## config.mk

```make
export PLATFORM = sky130hd
export DESIGN_NAME = sweep_ndisp7seg
export DESIGN_NICKNAME = d
export VERILOG_FILES = /design/src/rtl/sweep_disp_pkg.sv /design/src/rtl/hex_to_7seg.sv /design/src/rtl/sweep_ndisp7seg.sv
export SDC_FILE = /design/constraint.sdc
export NUM_CORES = 1
export LEC_CHECK = 0
export ABC_AREA = 1
export CAP_MARGIN = 20
export CELL_PAD_IN_SITES_DETAIL_PLACEMENT = 0
export CELL_PAD_IN_SITES_GLOBAL_PLACEMENT = 1
export CORE_MARGIN = 1.5
export CORE_UTILIZATION = 46
export CTS_BUF_LIST = sky130_fd_sc_hd__clkbuf_4 sky130_fd_sc_hd__clkbuf_8
export CTS_CLUSTER_DIAMETER = 30
export DETAILED_ROUTE_END_ITERATION = 10
export GPL_ROUTABILITY_DRIVEN = 0
export GPL_TIMING_DRIVEN = 0
export PLACE_DENSITY = 0.9
export SKIP_LAST_GASP = 1
export SLEW_MARGIN = 20
export SYNTH_ARGS = -nofsm -noshare
export SYNTH_HDL_FRONTEND = slang
export SYNTH_HIERARCHICAL = 1
export SYNTH_SLANG_ARGS = --single-unit
export TNS_END_PERCENT = 30
```

## constraint.sdc

```tcl
create_clock -name clk -period 5.21 [get_ports clk]
set_clock_uncertainty 0.05 [all_clocks]
set_input_delay 1.563 -clock clk [delete_from_list [all_inputs] [get_ports clk]]
set_output_delay 1.563 -clock clk [all_outputs]
set_load 0.1 [all_outputs]
```

## src/rtl/sweep_disp_pkg.sv

```systemverilog
// sweep_disp_pkg: shared segment encoding for the multiplexed 7-segment driver.
package sweep_disp_pkg;
  localparam int SEG_DP = 7;
  localparam logic [7:0] SEG_OFF = 8'h00;
  function automatic logic [6:0] hex7(input logic [3:0] v);
    case (v)
      4'h0: return 7'h3F;
      4'h1: return 7'h06;
      4'h2: return 7'h5B;
      4'h3: return 7'h4F;
      4'h4: return 7'h66;
      4'h5: return 7'h6D;
      4'h6: return 7'h7D;
      4'h7: return 7'h07;
      4'h8: return 7'h7F;
      4'h9: return 7'h6F;
      4'hA: return 7'h77;
      4'hB: return 7'h7C;
      4'hC: return 7'h39;
      4'hD: return 7'h5E;
      4'hE: return 7'h79;
      default: return 7'h71;
    endcase
  endfunction
endpackage

```

## src/rtl/hex_to_7seg.sv

```systemverilog
// hex_to_7seg: combinational 4-bit hex to active-high a..g segment decoder.
module hex_to_7seg
  import sweep_disp_pkg::*;
(
  input  logic [3:0] value,
  output logic [6:0] seg
);
  assign seg = hex7(value);
endmodule

```

## src/rtl/sweep_ndisp7seg.sv

```systemverilog
// sweep_ndisp7seg: multiplexed N-digit 7-segment driver with blanking, PWM dimming and frame snapshot.
module sweep_ndisp7seg
  import sweep_disp_pkg::*;
#(
  parameter int NDIGITS       = 4,
  parameter int NBITS_COMPARE = 26,
  parameter int COMPARE       = 100_000,
  parameter int DIM_BITS      = 3,
  parameter int ACTIVE_LOW    = 1
) (
  input  logic                   clk,
  input  logic                   rst,
  input  logic [4*NDIGITS-1:0]   digits,
  input  logic [NDIGITS-1:0]     dp,
  input  logic                   blank_lz,
  input  logic [DIM_BITS-1:0]    brightness,
  output logic [7:0]             seg,
  output logic [NDIGITS-1:0]     dispTrans,
  output logic                   frame_tick
);
  localparam int IW = $clog2(NDIGITS);
  localparam logic [NBITS_COMPARE-1:0] CMAX = NBITS_COMPARE'(COMPARE - 1);
  localparam logic [IW-1:0] ILAST = IW'(NDIGITS - 1);
  localparam logic INV = ACTIVE_LOW != 0;
  logic [NBITS_COMPARE-1:0] cnt;
  logic [IW-1:0] idx;
  logic [4*NDIGITS-1:0] snap_digits;
  logic [NDIGITS-1:0] snap_dp, blank, an;
  logic snap_blz, primed, tick, wrap, z;
  logic [3:0] cur;
  logic [6:0] hex;
  logic [7:0] seg_n;
  assign tick = cnt == CMAX;
  assign wrap = tick && idx == ILAST;
  assign cur  = snap_digits[4*idx +: 4];
  hex_to_7seg u_hex (.value(cur), .seg(hex));
  // A digit is a leading zero when it and every more-significant digit are zero.
  always_comb begin
    blank = '0;
    z = 1'b1;
    for (int i = NDIGITS - 1; i > 0; i--) begin
      z = z && snap_digits[4*i +: 4] == 4'h0;
      blank[i] = snap_blz && z;
    end
  end
  always_comb begin
    seg_n = SEG_OFF;
    seg_n[6:0] = blank[idx] ? 7'h00 : hex;
    seg_n[SEG_DP] = snap_dp[idx];
  end
  // cnt == 0 is the anti-ghost guard cycle at each digit switch.
  assign an = (cnt != '0 && cnt[DIM_BITS-1:0] <= brightness) ? NDIGITS'(1) << idx : '0;
  always_ff @(posedge clk or posedge rst)
    if (rst) begin
      cnt <= '0;
      idx <= '0;
      snap_digits <= '0;
      snap_dp <= '0;
      snap_blz <= 1'b0;
      primed <= 1'b0;
      seg <= SEG_OFF ^ {8{INV}};
      dispTrans <= {NDIGITS{INV}};
      frame_tick <= 1'b0;
    end else begin
      cnt <= tick ? '0 : cnt + 1'b1;
      if (tick) idx <= idx == ILAST ? '0 : idx + 1'b1;
      primed <= 1'b1;
      if (wrap || !primed) begin
        snap_digits <= digits;
        snap_dp <= dp;
        snap_blz <= blank_lz;
      end
      frame_tick <= wrap;
      seg <= seg_n ^ {8{INV}};
      dispTrans <= an ^ {NDIGITS{INV}};
    end
endmodule

```

==> Yosys cells after proc, flatten, opt, wreduce, memory -nomap -nowiden <==
Memories as Yosys holds them, arrays and structs flattened.
Index checks and enable logic that the tools add are counted.
{ "totals": {"ff_bits": 63, "rom_bits": 112, "in_bits": 26, "out_inout_bits": 13, "word_cells": 41, "memories": 1} }
{ "mem_list": {"columns": ["name", "words", "width", "read_ports", "rd_clocked_by_memory_dff", "wr", "line_no", "rtl"], "rows": [
  ["(no name shown)", 16, 7, 1, 0, 0, "sweep_disp_pkg.sv:6", "case (v)"]
]} }
{ "classes": {"add_sub_neg": 2, "n_lt_le_gt_ge": 2, "n_eq_ne": 2, "shifts": 2, "mux": 8, "bitwise": 2, "n_reduce_logical": 13} }
{ "ops": {"columns": ["op", "n"], "rows": [
  ["26-bit by 1-bit adder with 26-bit output, second input constant", 1],
  ["26-bit by 17-bit == test with 1-bit output, second input constant", 1],
  ["26-bit two-way mux", 1],
  ["26-bit nonzero test", 1],
  ["16-bit by 5-bit variable part select with 4-bit output", 1],
  ["4-bit zero test", 3],
  ["8-bit NOT", 1],
  ["1-bit logical AND", 7],
  ["7-bit two-way mux", 1],
  ["1-bit binary-select mux with 2-bit select", 2],
  ["4-bit two-way mux", 1],
  ["4-bit NOT", 1],
  ["1-bit by 2-bit left shift with 4-bit output, first input constant", 1],
  ["3-bit less-or-equal comparator", 1],
  ["2-bit by 3-bit < comparator with 1-bit output, second input constant", 1],
  ["2-bit by 1-bit adder with 2-bit output, second input constant", 1],
  ["2-bit == test, second input constant", 1],
  ["1-bit two-way mux", 2],
  ["2-bit two-way mux", 1],
  ["1-bit zero test", 1],
  ["1-bit logical OR", 1]
]} }

==> Longest topological paths before layout <==
Gate-level depths: netlist of run 1.
{ "depth": {"depth_word": 8, "depth_mapped": 12, "mapped_depth_nobuf": 11} }

==> Hierarchy <==
Netlist of run 1, hierarchy kept.
{ "by_module_without_submodules": {"columns": ["mod", "n_inst", "cells_each", "area_per_inst_um2", "seq_area_each_um2"], "rows": [
  ["sweep_ndisp7seg", 1, 408, 3235.6, 1591.5],
  ["hex_to_7seg", 1, 52, 270.3, 0.0]
]} }

==> Worst setup path before layout of run 1 <==
OpenSTA, ideal clock, no wires.
{ "synth_path": {"path_kind": "register to output", "from": "register frame_tick", "to": "output port frame_tick", "arrival_ns": 0.883, "t_required_ns": 3.597, "path_slack_ns": 2.714, "path_stages_with_launch": 1, "path_buffers": 0, "path_cell_list": "dfrtp_1"} }
{ "synth_lines": {"columns": ["element", "line_no", "rtl"], "rows": [
  ["start: declaration", "sweep_ndisp7seg.sv:19", "output logic frame_tick"],
  ["start signal: assignment", "sweep_ndisp7seg.sv:73", "frame_tick <= wrap;"]
]} }
No word-level cell between the ends.

==> Final worst setup path of run 1 <==
{ "layout_path": {"from": "register dispTrans[0]", "to": "output port dispTrans[0]"} }
{ "layout_lines": {"columns": ["element", "line_no", "rtl"], "rows": [
  ["start: declaration", "sweep_ndisp7seg.sv:18", "output logic [NDIGITS-1:0] dispTrans,"],
  ["start signal: assignment", "sweep_ndisp7seg.sv:62", "dispTrans <= {NDIGITS{INV}};"],
  ["start signal: assignment", "sweep_ndisp7seg.sv:75", "dispTrans <= an ^ {NDIGITS{INV}};"]
]} }
No word-level cell between the ends.

==> qor.csv, run 1 <==
metric,value,unit
postcts setup bufs,0,
H-tree Lvls,3,
Synth Area per Inst,7.62,um^2
Die X,90.3,um
crit path max-delay cell type,clkdlybuf4s50_1,
initial drt markers,146,
CTS tree,done,
net count of the mapped netlist,502,
Yosys warnings,6,
fmax,0.278,GHz
first-pass GRT wire length,13500,um
pwr dens,274,mW/mm^2
Tmin final,3.60,ns
mapped cell area,0.00351,mm^2
diode count,0,
Chip Height,90.3,um
CP max FO,1,
worst skew pair latency,0.33,ns
Root Buffer,clkbuf_8,
Antenna Nets Post-Route,0,
FILL cells,660,
post-synthesis sequential area ratio,0.454,
Worst Setup Start Kind,register,
synth top area cells,"dfrtp_1, nand2_1, dfstp_2, inv_1, nand3_1",
core area,0.00733,mm^2
worst vdd ir,0.000152,V
type of the tightest min-delay check,reg2reg,
Final setup viols,0,
fin. max-slew vios,0,
"Period Utilization, post-route",0.690,
Post-CTS Resized,0,
Via density,4.88,
DRC Markers,0,
Slew Limit Headroom,0.354,
"Arr. time, crit path",1.98,ns
Buf/Inv on CP,1,
share of cells above drive strength 1,0.0990,
pin count of the biggest net entering global routing,51,
Crit. End Element,output pin,
worst slew pin tran,0.967,ns
router iterations before antenna repair,4,
DR vias,2995,
Leakage,0.00217,uW
Seq cells post-synth,63,
CTS sink count,63,
status,finished clean,
GRT Util Overall,0.207,
max-cap violations,0,
setup TNS,0,ns
RSZ-0062 raised after global routing,no,
CTS buffer count,9,
growth of design area from synthesis to finish,21.0,%
gr ovfl total,0,
I/O pin count,39,
Mapped Cells,460,
cell breakdown of the critical path,clkdlybuf4s50_1,
die area,0.00815,mm^2
Worst path top cell family by delay,buffers and inverters,
final hold viol count,0,
Rows,31,
DR WL/cell,12.2,um
initial antenna violation count,0,
number of global-route vias before repair,2930,
Setup WS post-layout,1.61,ns
CTS max path bufs,2,
hold buffer count at CTS,0,
Crit Path Class,reg2out,
unique cell type count in the Yosys netlist,33,
port buffer count,38,
final wirelength,7480,um
Worst path max stage delay,1.12,ns
Initial Util,0.478,
Post-DP HPWL,5670,um
Worst EP required,3.60,ns
"area leader, netlist",dfrtp_1,
Nets,552,
dpl ws,1.98,ns
Clock transition at path regs,0.07,ns
Yosys top cell area share,0.364,
final cells by class:
cell class | instances | area (um^2) | share of cell area
multi-input cells | 324 | 1600 | 0.377
flip-flops and latches | 63 | 1590 | 0.375
repair buffers | 39 | 408 | 0.0961
inverters | 64 | 243 | 0.0572
clock buffers | 13 | 160 | 0.0377
well taps | 99 | 124 | 0.0292
plain buffers | 9 | 75.1 | 0.0177
clock inverters | 3 | 42.5 | 0.0100
layout by cell type (no fill, tap or decap), types with 2 or more instances in the layout:
| cell type | Yosys | layout |
|---|---|---|
| nand2_2 | 3 | 3 |
| nor2_1 | 51 | 51 |
| ha_1 | 16 | 16 |
| nand3_1 | 43 | 43 |
| nor2_2 | 4 | 4 |
| inv_2 | 5 | 5 |
| o22ai_1 | 4 | 4 |
| clkbuf_4 | 0 | 3 |
| inv_1 | 58 | 57 |
| xor2_1 | 9 | 9 |
| a21oi_1 | 5 | 5 |
| nor3_1 | 10 | 10 |
| buf_1 | 2 | 2 |
| nand4_1 | 8 | 8 |
| dfstp_2 | 12 | 12 |
| dfrtp_1 | 51 | 51 |
| clkdlybuf4s50_1 | 0 | 38 |
| o21ai_0 | 16 | 16 |
| clkbuf_1 | 2 | 2 |
| clkbuf_8 | 0 | 10 |
| buf_8 | 2 | 2 |
| buf_6 | 2 | 2 |
| nand2_1 | 144 | 144 |
Yosys cell counts:
master,instances
nand2_2,3
nor2_2,4
nor2_1,51
nand3_4,1
xor2_1,9
buf_4,1
a32o_1,1
ha_1,16
buf_6,2
and3_1,1
nor3_1,10
conb_1,1
nor3_2,1
nand3_1,43
xnor2_1,1
o21bai_1,1
o21ai_0,16
nand4_1,8
dfstp_2,12
dfrtp_1,51
nor2_4,1
nand2_1,144
clkbuf_1,2
inv_1,58
buf_8,2
clkinv_1,1
inv_2,5
a21oi_1,5
nor4_1,1
o22ai_1,4
and2_1,1
nand2_4,1
buf_1,2
worst reg2reg max path, stage by stage, from the launching register on:
cell and delay [ns]:
dfrtp_1 0.43, inv_1 0.14, clkbuf_1 0.39, o21ai_0 0.15, o22ai_1 0.39, inv_1 0.19, ha_1 0.32, nand2_1 0.06
o21ai_0 0.10, nand2_1 0.07, nand2_1 0.06, nand2_1 0.05
final timing paths:
kind,startpoint,end,slack [ns],cells past startpoint
setup / recovery,dispTrans[0],dispTrans[0],1.61,1
hold / removal,cnt[0],cnt[0],0.45,1
setup reg to reg,idx[0],seg[3],2.74,11
hold reg to reg,cnt[0],cnt[0],0.45,1
max in group asynchronous,rst,dispTrans[0],3.11,3
min in group asynchronous,rst,snap_digits[15],1.46,2
power by group:
part	internal [uW]	leakage [uW]	switching, uW	total [uW]
registers	521	0.000783	13.7	534
clock network	250	0.000104	186	436
logic	62.4	0.00129	131	193
total	833	0.00217	330	1160
kinds of logic (layout without fill, tap and decap cells):
kind of cell / after synthesis / after routing / share of synthesized area
compound gates: 27 / 27 / 0.0421
xor+xnor: 10 / 10 / 0.0250
fa+ha+maj: 16 / 16 / 0.0571
buf+inv: 73 / 128 / 0.0899
flops: 63 / 63 / 0.454
other cells: 1 / 1 / 0.00107
simple gates: 270 / 270 / 0.331
sequential cells by signal (all words and copies together), names as in the netlist:
name and cells:
cnt 26, dispTrans 4, frame_tick 1, idx 2, primed 1, seg 8, snap_blz 1, snap_digits 16
snap_dp 4
per-layer routing:
metal  wire length [um]  GRT usage
met2               3440      0.328
met4                 91     0.0833
met5                  0          0
met1               3650      0.281
met3                293     0.0345
stage by stage:
step | util | power [uW] | cells | hold WS, ns | instance area, um^2
after global routing | 0.579 | 1220 | 614 | 0.476 | 4240
after detailed placement | 0.551 | 737 | 598 | 0.438 | 4040
after CTS | 0.579 | 1170 | 614 | 0.447 | 4240
final | 0.579 | 1160 | 614 | 0.445 | 4240
after global placement | 0.547 | 732 | 597 | 0.428 | 4010
after floorplan | - | 681 | 460 | 0.402 | 3510
Power figures use the tool's default switching activity.
==> inputs of run 2 (changes only) <==
--- a/config.mk
+++ b/config.mk
@@ -10,13 +10,13 @@
 export CELL_PAD_IN_SITES_DETAIL_PLACEMENT = 0
 export CELL_PAD_IN_SITES_GLOBAL_PLACEMENT = 1
 export CORE_MARGIN = 1.5
-export CORE_UTILIZATION = 46
+export CORE_UTILIZATION = 39
 export CTS_BUF_LIST = sky130_fd_sc_hd__clkbuf_4 sky130_fd_sc_hd__clkbuf_8
 export CTS_CLUSTER_DIAMETER = 30
 export DETAILED_ROUTE_END_ITERATION = 10
 export GPL_ROUTABILITY_DRIVEN = 0
 export GPL_TIMING_DRIVEN = 0
-export PLACE_DENSITY = 0.9
+export PLACE_DENSITY = 0.82
 export SKIP_LAST_GASP = 1
 export SLEW_MARGIN = 20
 export SYNTH_ARGS = -nofsm -noshare
==> constraint.sdc (replaced) <==
create_clock -name clk -period 3.05 [get_ports clk]
set_clock_uncertainty 0.05 [all_clocks]
set_input_delay 0.915 -clock clk [delete_from_list [all_inputs] [get_ports clk]]
set_output_delay 0.915 -clock clk [all_outputs]
set_load 0.1 [all_outputs]
==> qor.csv, run 2 (synthesis results as in run 1) <==
metric,value,unit,change
cell breakdown of the critical path,clkdlybuf4s50_1,,unchanged
Slew Limit Headroom,0.344,,was 0.354
DR WL/cell,12.5,um,was 12.2 um
Crit Path Class,reg2out,,unchanged
diode count,0,,unchanged
I/O pin count,39,,unchanged
CP max FO,1,,unchanged
Rows,34,,was 31
DR vias,2941,,was 2995
router iterations before antenna repair,4,,unchanged
Tmin final,2.96,ns,
Antenna Nets Post-Route,0,,unchanged
Setup WS post-layout,0.0859,ns,was 1.61 ns
share of cells above drive strength 1,0.0990,,unchanged
Post-CTS Resized,0,,unchanged
growth of design area from synthesis to finish,21.2,%,was 21.0%
Worst path max stage delay,1.13,ns,was 1.12 ns
gr ovfl total,0,,unchanged
initial drt markers,156,,was 146
Via density,4.72,,was 4.88
CTS max path bufs,2,,unchanged
largest registers,"cnt: 26 flops, snap_digits: 16 flops, seg: 8 flops",,unchanged
hold buffer count at CTS,0,,unchanged
Chip Height,97.8,um,was 90.3 um
worst vdd ir,0.000201,V,was 0.000152 V
port buffer count,38,,unchanged
pwr dens,467,mW/mm^2,was 274 mW/mm^2
Worst EP required,2.08,ns,was 3.60 ns
final hold viol count,0,,unchanged
core area,0.00872,mm^2,was 0.00733 mm^2
"Period Utilization, post-route",0.972,,
Worst path top cell family by delay,buffers and inverters,,unchanged
GRT Util Overall,0.182,,was 0.207
fmax,0.337,GHz,
dpl ws,0.447,ns,was 1.98 ns
Root Buffer,clkbuf_8,,unchanged
"commonest non-fill, non-tap cell in the layout",nand2_1,,unchanged
DRC Markers,0,,unchanged
setup TNS,0,ns,unchanged
Crit. End Element,output pin,,unchanged
worst slew pin tran,0.981,ns,was 0.967 ns
H-tree Lvls,3,,unchanged
pin count of the biggest net entering global routing,46,,was 51
final wirelength,7780,um,was 7480 um
first-pass GRT wire length,14000,um,was 13500 um
Initial Util,0.402,,was 0.478
Final setup viols,0,,unchanged
crit path max-delay cell type,clkdlybuf4s50_1,,unchanged
Largest Register,cnt,,unchanged
die area,0.00957,mm^2,was 0.00815 mm^2
number of global-route vias before repair,2983,,was 2930
postcts setup bufs,0,,unchanged
"Arr. time, crit path",2.00,ns,was 1.98 ns
CTS buffer count,9,,unchanged
CTS sink count,63,,unchanged
Buf/Inv on CP,1,,unchanged
Post-DP HPWL,5860,um,was 5670 um
Die X,97.8,um,was 90.3 um
most frequent cells in the layout,"nand2_1, inv_1, nor2_1, dfrtp_1, nand3_1",,unchanged
Nets,552,,unchanged
initial antenna violation count,0,,unchanged
worst skew pair latency,0.35,ns,was 0.33 ns
Clock transition at path regs,0.07,ns,about the same
status,finished clean,,unchanged
max-cap violations,0,,unchanged
RSZ-0062 raised after global routing,no,,unchanged
CTS tree,done,,unchanged
max reg flops,26,,unchanged
type of the tightest min-delay check,reg2reg,,unchanged
fin. max-slew vios,0,,unchanged
Leakage,0.00217,uW,about the same
r2r setup slk,0.58,ns,was 2.74 ns
Worst Setup Start Kind,register,,unchanged
## run 2: cell types whose count changed in the layout (fill, tap and decap cells not counted), sizes merged
cell,change
clkinvlp,+1
clkinv,+2
clkbuf,-3
## run 2: where the power goes
part           switching, uW  total, uW  internal [uW]
logic                    223        330            106
clock network            346        741            395
registers               23.4        912            889
total                    592       1980           1390
## run 2: per-layer routing
metal  GRT usage  vias up  share of wire
met2       0.289       52           0.46
met3      0.0336        8          0.040
met5           0        -              0
met1       0.244     1347           0.48
li1            -     1534              -
met4      0.0824        0          0.012
## run 2: path summary, 6_finish.rpt
kind                        start  depth (start not counted)              end
setup / recovery           seg[7]                          1           seg[7]
hold / removal             cnt[0]                          1           cnt[0]
setup reg to reg           idx[0]                         11           seg[3]
hold reg to reg            cnt[0]                          1           cnt[0]
max in group asynchronous     rst                          3           seg[7]
min in group asynchronous     rst                          2  snap_digits[12]
## run 2: area by class of cell
| class | count | area (um^2) |
|---|---|---|
| Fill cell | 868 | 4470 |
| Multi-Input combinational cell | 324 | 1600 |
| Sequential cell | 63 | 1590 |
| Timing Repair Buffer | 39 | 408 |
| Inverter | 64 | 243 |
| Clock buffer | 10 | 138 |
| Tap cell | 108 | 135 |
| Buffer | 9 | 75.1 |
| Clock inverter | 6 | 60.1 |
## run 2: through the flow
step                cells  area (um^2)  hold WS (ns)  power, uW   util
floorplan             460         3510         0.402       1160      -
global placement      606         4020         0.427       1250  0.461
CTS                   623         4250         0.444       2010  0.487
finish                623         4250         0.441       1980  0.487
global route          623         4250         0.469       2080  0.487
detailed placement    607         4050         0.434       1260  0.465
==> inputs of run 3 (changes only) <==
--- a/config.mk
+++ b/config.mk
@@ -9,13 +9,13 @@
 export CAP_MARGIN = 20
 export CELL_PAD_IN_SITES_DETAIL_PLACEMENT = 0
 export CELL_PAD_IN_SITES_GLOBAL_PLACEMENT = 1
-export CORE_MARGIN = 1.5
 export CORE_UTILIZATION = 39
 export CTS_BUF_LIST = sky130_fd_sc_hd__clkbuf_4 sky130_fd_sc_hd__clkbuf_8
 export CTS_CLUSTER_DIAMETER = 30
 export DETAILED_ROUTE_END_ITERATION = 10
 export GPL_ROUTABILITY_DRIVEN = 0
 export GPL_TIMING_DRIVEN = 0
+export HOLD_SLACK_MARGIN = 0.02
 export PLACE_DENSITY = 0.82
 export SKIP_LAST_GASP = 1
 export SLEW_MARGIN = 20
==> qor.csv, run 3 (synthesis results as in run 1) <==
metric,value,unit,change
CTS buffer count,9,,unchanged
cell breakdown of the critical path,clkdlybuf4s50_1,,unchanged
Antenna Nets Post-Route,0,,unchanged
growth of design area from synthesis to finish,22.5,%,was 21.2%
worst vdd ir,0.000278,V,was 0.000201 V
Min-Delay Path Depth,1,,unchanged
Slew Limit Headroom,0.347,,was 0.344
router iterations before antenna repair,4,,unchanged
Worst Setup Start Kind,register,,unchanged
post-placement cell count,607,,unchanged
register share of total power,0.426,,was 0.460
initial drt markers,115,,was 156
CP max FO,1,,unchanged
CTS sink count,63,,unchanged
Post-CTS Resized,0,,unchanged
Rows,34,,unchanged
fin util,0.493,,was 0.487
crit path max-delay cell type,clkdlybuf4s50_1,,unchanged
first-pass GRT wire length,13500,um,was 14000 um
Non-Filler Instances,623,,unchanged
largest registers,"cnt: 26 flops, snap_digits: 16 flops, seg: 8 flops",,unchanged
GRT Util Overall,0.178,,was 0.182
hold buffer count at CTS,0,,unchanged
Worst path max stage delay,1.12,ns,was 1.13 ns
Leakage,0.00219,uW,was 0.00217 uW
r2r setup slk,0.56,ns,was 0.58 ns
core area,0.00872,mm^2,unchanged
max reg flops,26,,unchanged
CTS tree,done,,unchanged
Post-DP HPWL,5910,um,was 5860 um
type of the tightest min-delay check,reg2reg,,unchanged
Initial Util,0.402,,unchanged
max-cap violations,0,,unchanged
final hold viol count,0,,unchanged
Net Sw Frac,0.281,,was 0.299
share of cells above drive strength 1,0.0990,,unchanged
Tmin final,2.96,ns,about the same
Root Buffer,clkbuf_8,,unchanged
pwr dens,499,mW/mm^2,was 467 mW/mm^2
port buffer count,38,,unchanged
RSZ-0062 raised after global routing,no,,unchanged
Crit. End Element,output pin,,unchanged
status,finished clean,,unchanged
diode count,0,,unchanged
Worst EP required,2.08,ns,about the same
Largest Register,cnt,,unchanged
startpoint of the worst hold path,cnt[0],,unchanged
worst skew pair latency,0.34,ns,was 0.35 ns
CTS max path bufs,2,,unchanged
DRC Markers,0,,unchanged
Nets,552,,unchanged
number of global-route vias before repair,2895,,was 2983
Die X,96.8,um,was 97.8 um
"Arr. time, crit path",1.99,ns,was 2.00 ns
Via density,4.78,,was 4.72
initial antenna violation count,0,,unchanged
Buf/Inv on CP,1,,unchanged
die area,0.00937,mm^2,was 0.00957 mm^2
Clock transition at path regs,0.08,ns,was 0.07 ns
Combinational Power Share,0.155,,was 0.166
Int Power,1540,uW,was 1390 uW
H-tree Lvls,3,,unchanged
I/O pin count,39,,unchanged
R2R Path Start,idx[0],,unchanged
DR WL/cell,12.4,um,was 12.5 um
"Period Utilization, post-route",0.970,,was 0.972
"commonest non-fill, non-tap cell in the layout",nand2_1,,unchanged
NetSw,601,uW,was 592 uW
gr ovfl total,0,,unchanged
postcts setup bufs,0,,unchanged
R2R depth,11,,unchanged
Hold EP,cnt[0],,unchanged
clock share of power,0.420,,was 0.374
DR vias,2975,,was 2941
Crit Path Class,reg2out,,unchanged
Final setup viols,0,,unchanged
Chip Height,96.8,um,was 97.8 um
worst slew pin tran,0.977,ns,was 0.981 ns
CP Launch Point,dispTrans[0],,was seg[7]
pin count of the biggest net entering global routing,45,,was 46
Worst path top cell family by delay,buffers and inverters,,unchanged
fmax,0.338,GHz,was 0.337 GHz
fin. max-slew vios,0,,unchanged
Worst R2R End,seg[3],,unchanged
most frequent cells in the layout,"nand2_1, inv_1, nor2_1, dfrtp_1, nand3_1",,unchanged
"Design Area, Final",0.00430,mm^2,was 0.00425 mm^2
DP Area,0.00405,mm^2,unchanged
final wirelength,7720,um,was 7780 um
[run 3: power groups by stage]
| stage | combinational [uW] | sequential (uW) | clock (uW) |
|---|---|---|---|
| 2_1_floorplan | 112 | 1050 | 0 |
| 3_3_place_gp | 326 | 927 | 0 |
| 3_5_place_dp | 335 | 928 | 0 |
| 4_1_cts | 336 | 912 | 926 |
| 5_1_grt | 361 | 917 | 952 |
| 6_report | 331 | 912 | 899 |
[run 3: worst max-delay path by stage]
stage | endpoint | slack (ns) | cells after the start
2_1_floorplan | cnt[0] | 0.54 | 1
3_3_place_gp | cnt[1] | -0.66 | 2
3_5_place_dp | seg[7] | 0.45 | 1
4_1_cts | seg[7] | 0.06 | 1
5_1_grt | seg[7] | 0.05 | 1
6_report | dispTrans[0] | 0.09 | 1
[run 3: cell type report]
| cell class | count | area, um^2 |
|---|---|---|
| inverters | 64 | 243 |
| clock buffers | 9 | 124 |
| plain buffers | 9 | 75.1 |
| well taps | 108 | 135 |
| flip-flops and latches | 63 | 1590 |
| multi-input cells | 324 | 1600 |
| repair buffers | 39 | 408 |
| clock inverters | 7 | 120 |
| fillers | 895 | 4430 |
[run 3: per-stage QoR]
step	setup TNS (ns)	total power [uW]	setup slack [ns]	hold WS (ns)
floorplan	0	1160	0.535	0.402
global placement	-34.26	1250	-0.662	0.425
detailed placement	0	1260	0.452	0.433
CTS	0	2170	0.0643	0.443
global route	0	2230	0.0545	0.460
finish	0	2140	0.0920	0.439
[run 3: per-layer routing]
metal  routed length, um  global-route usage  up-vias
met5                   0                   0        -
met4                 108              0.0746        0
met3                 222              0.0267        8
met2                3680               0.285       46
met1                3710               0.242     1382
li1                    -                   -     1539
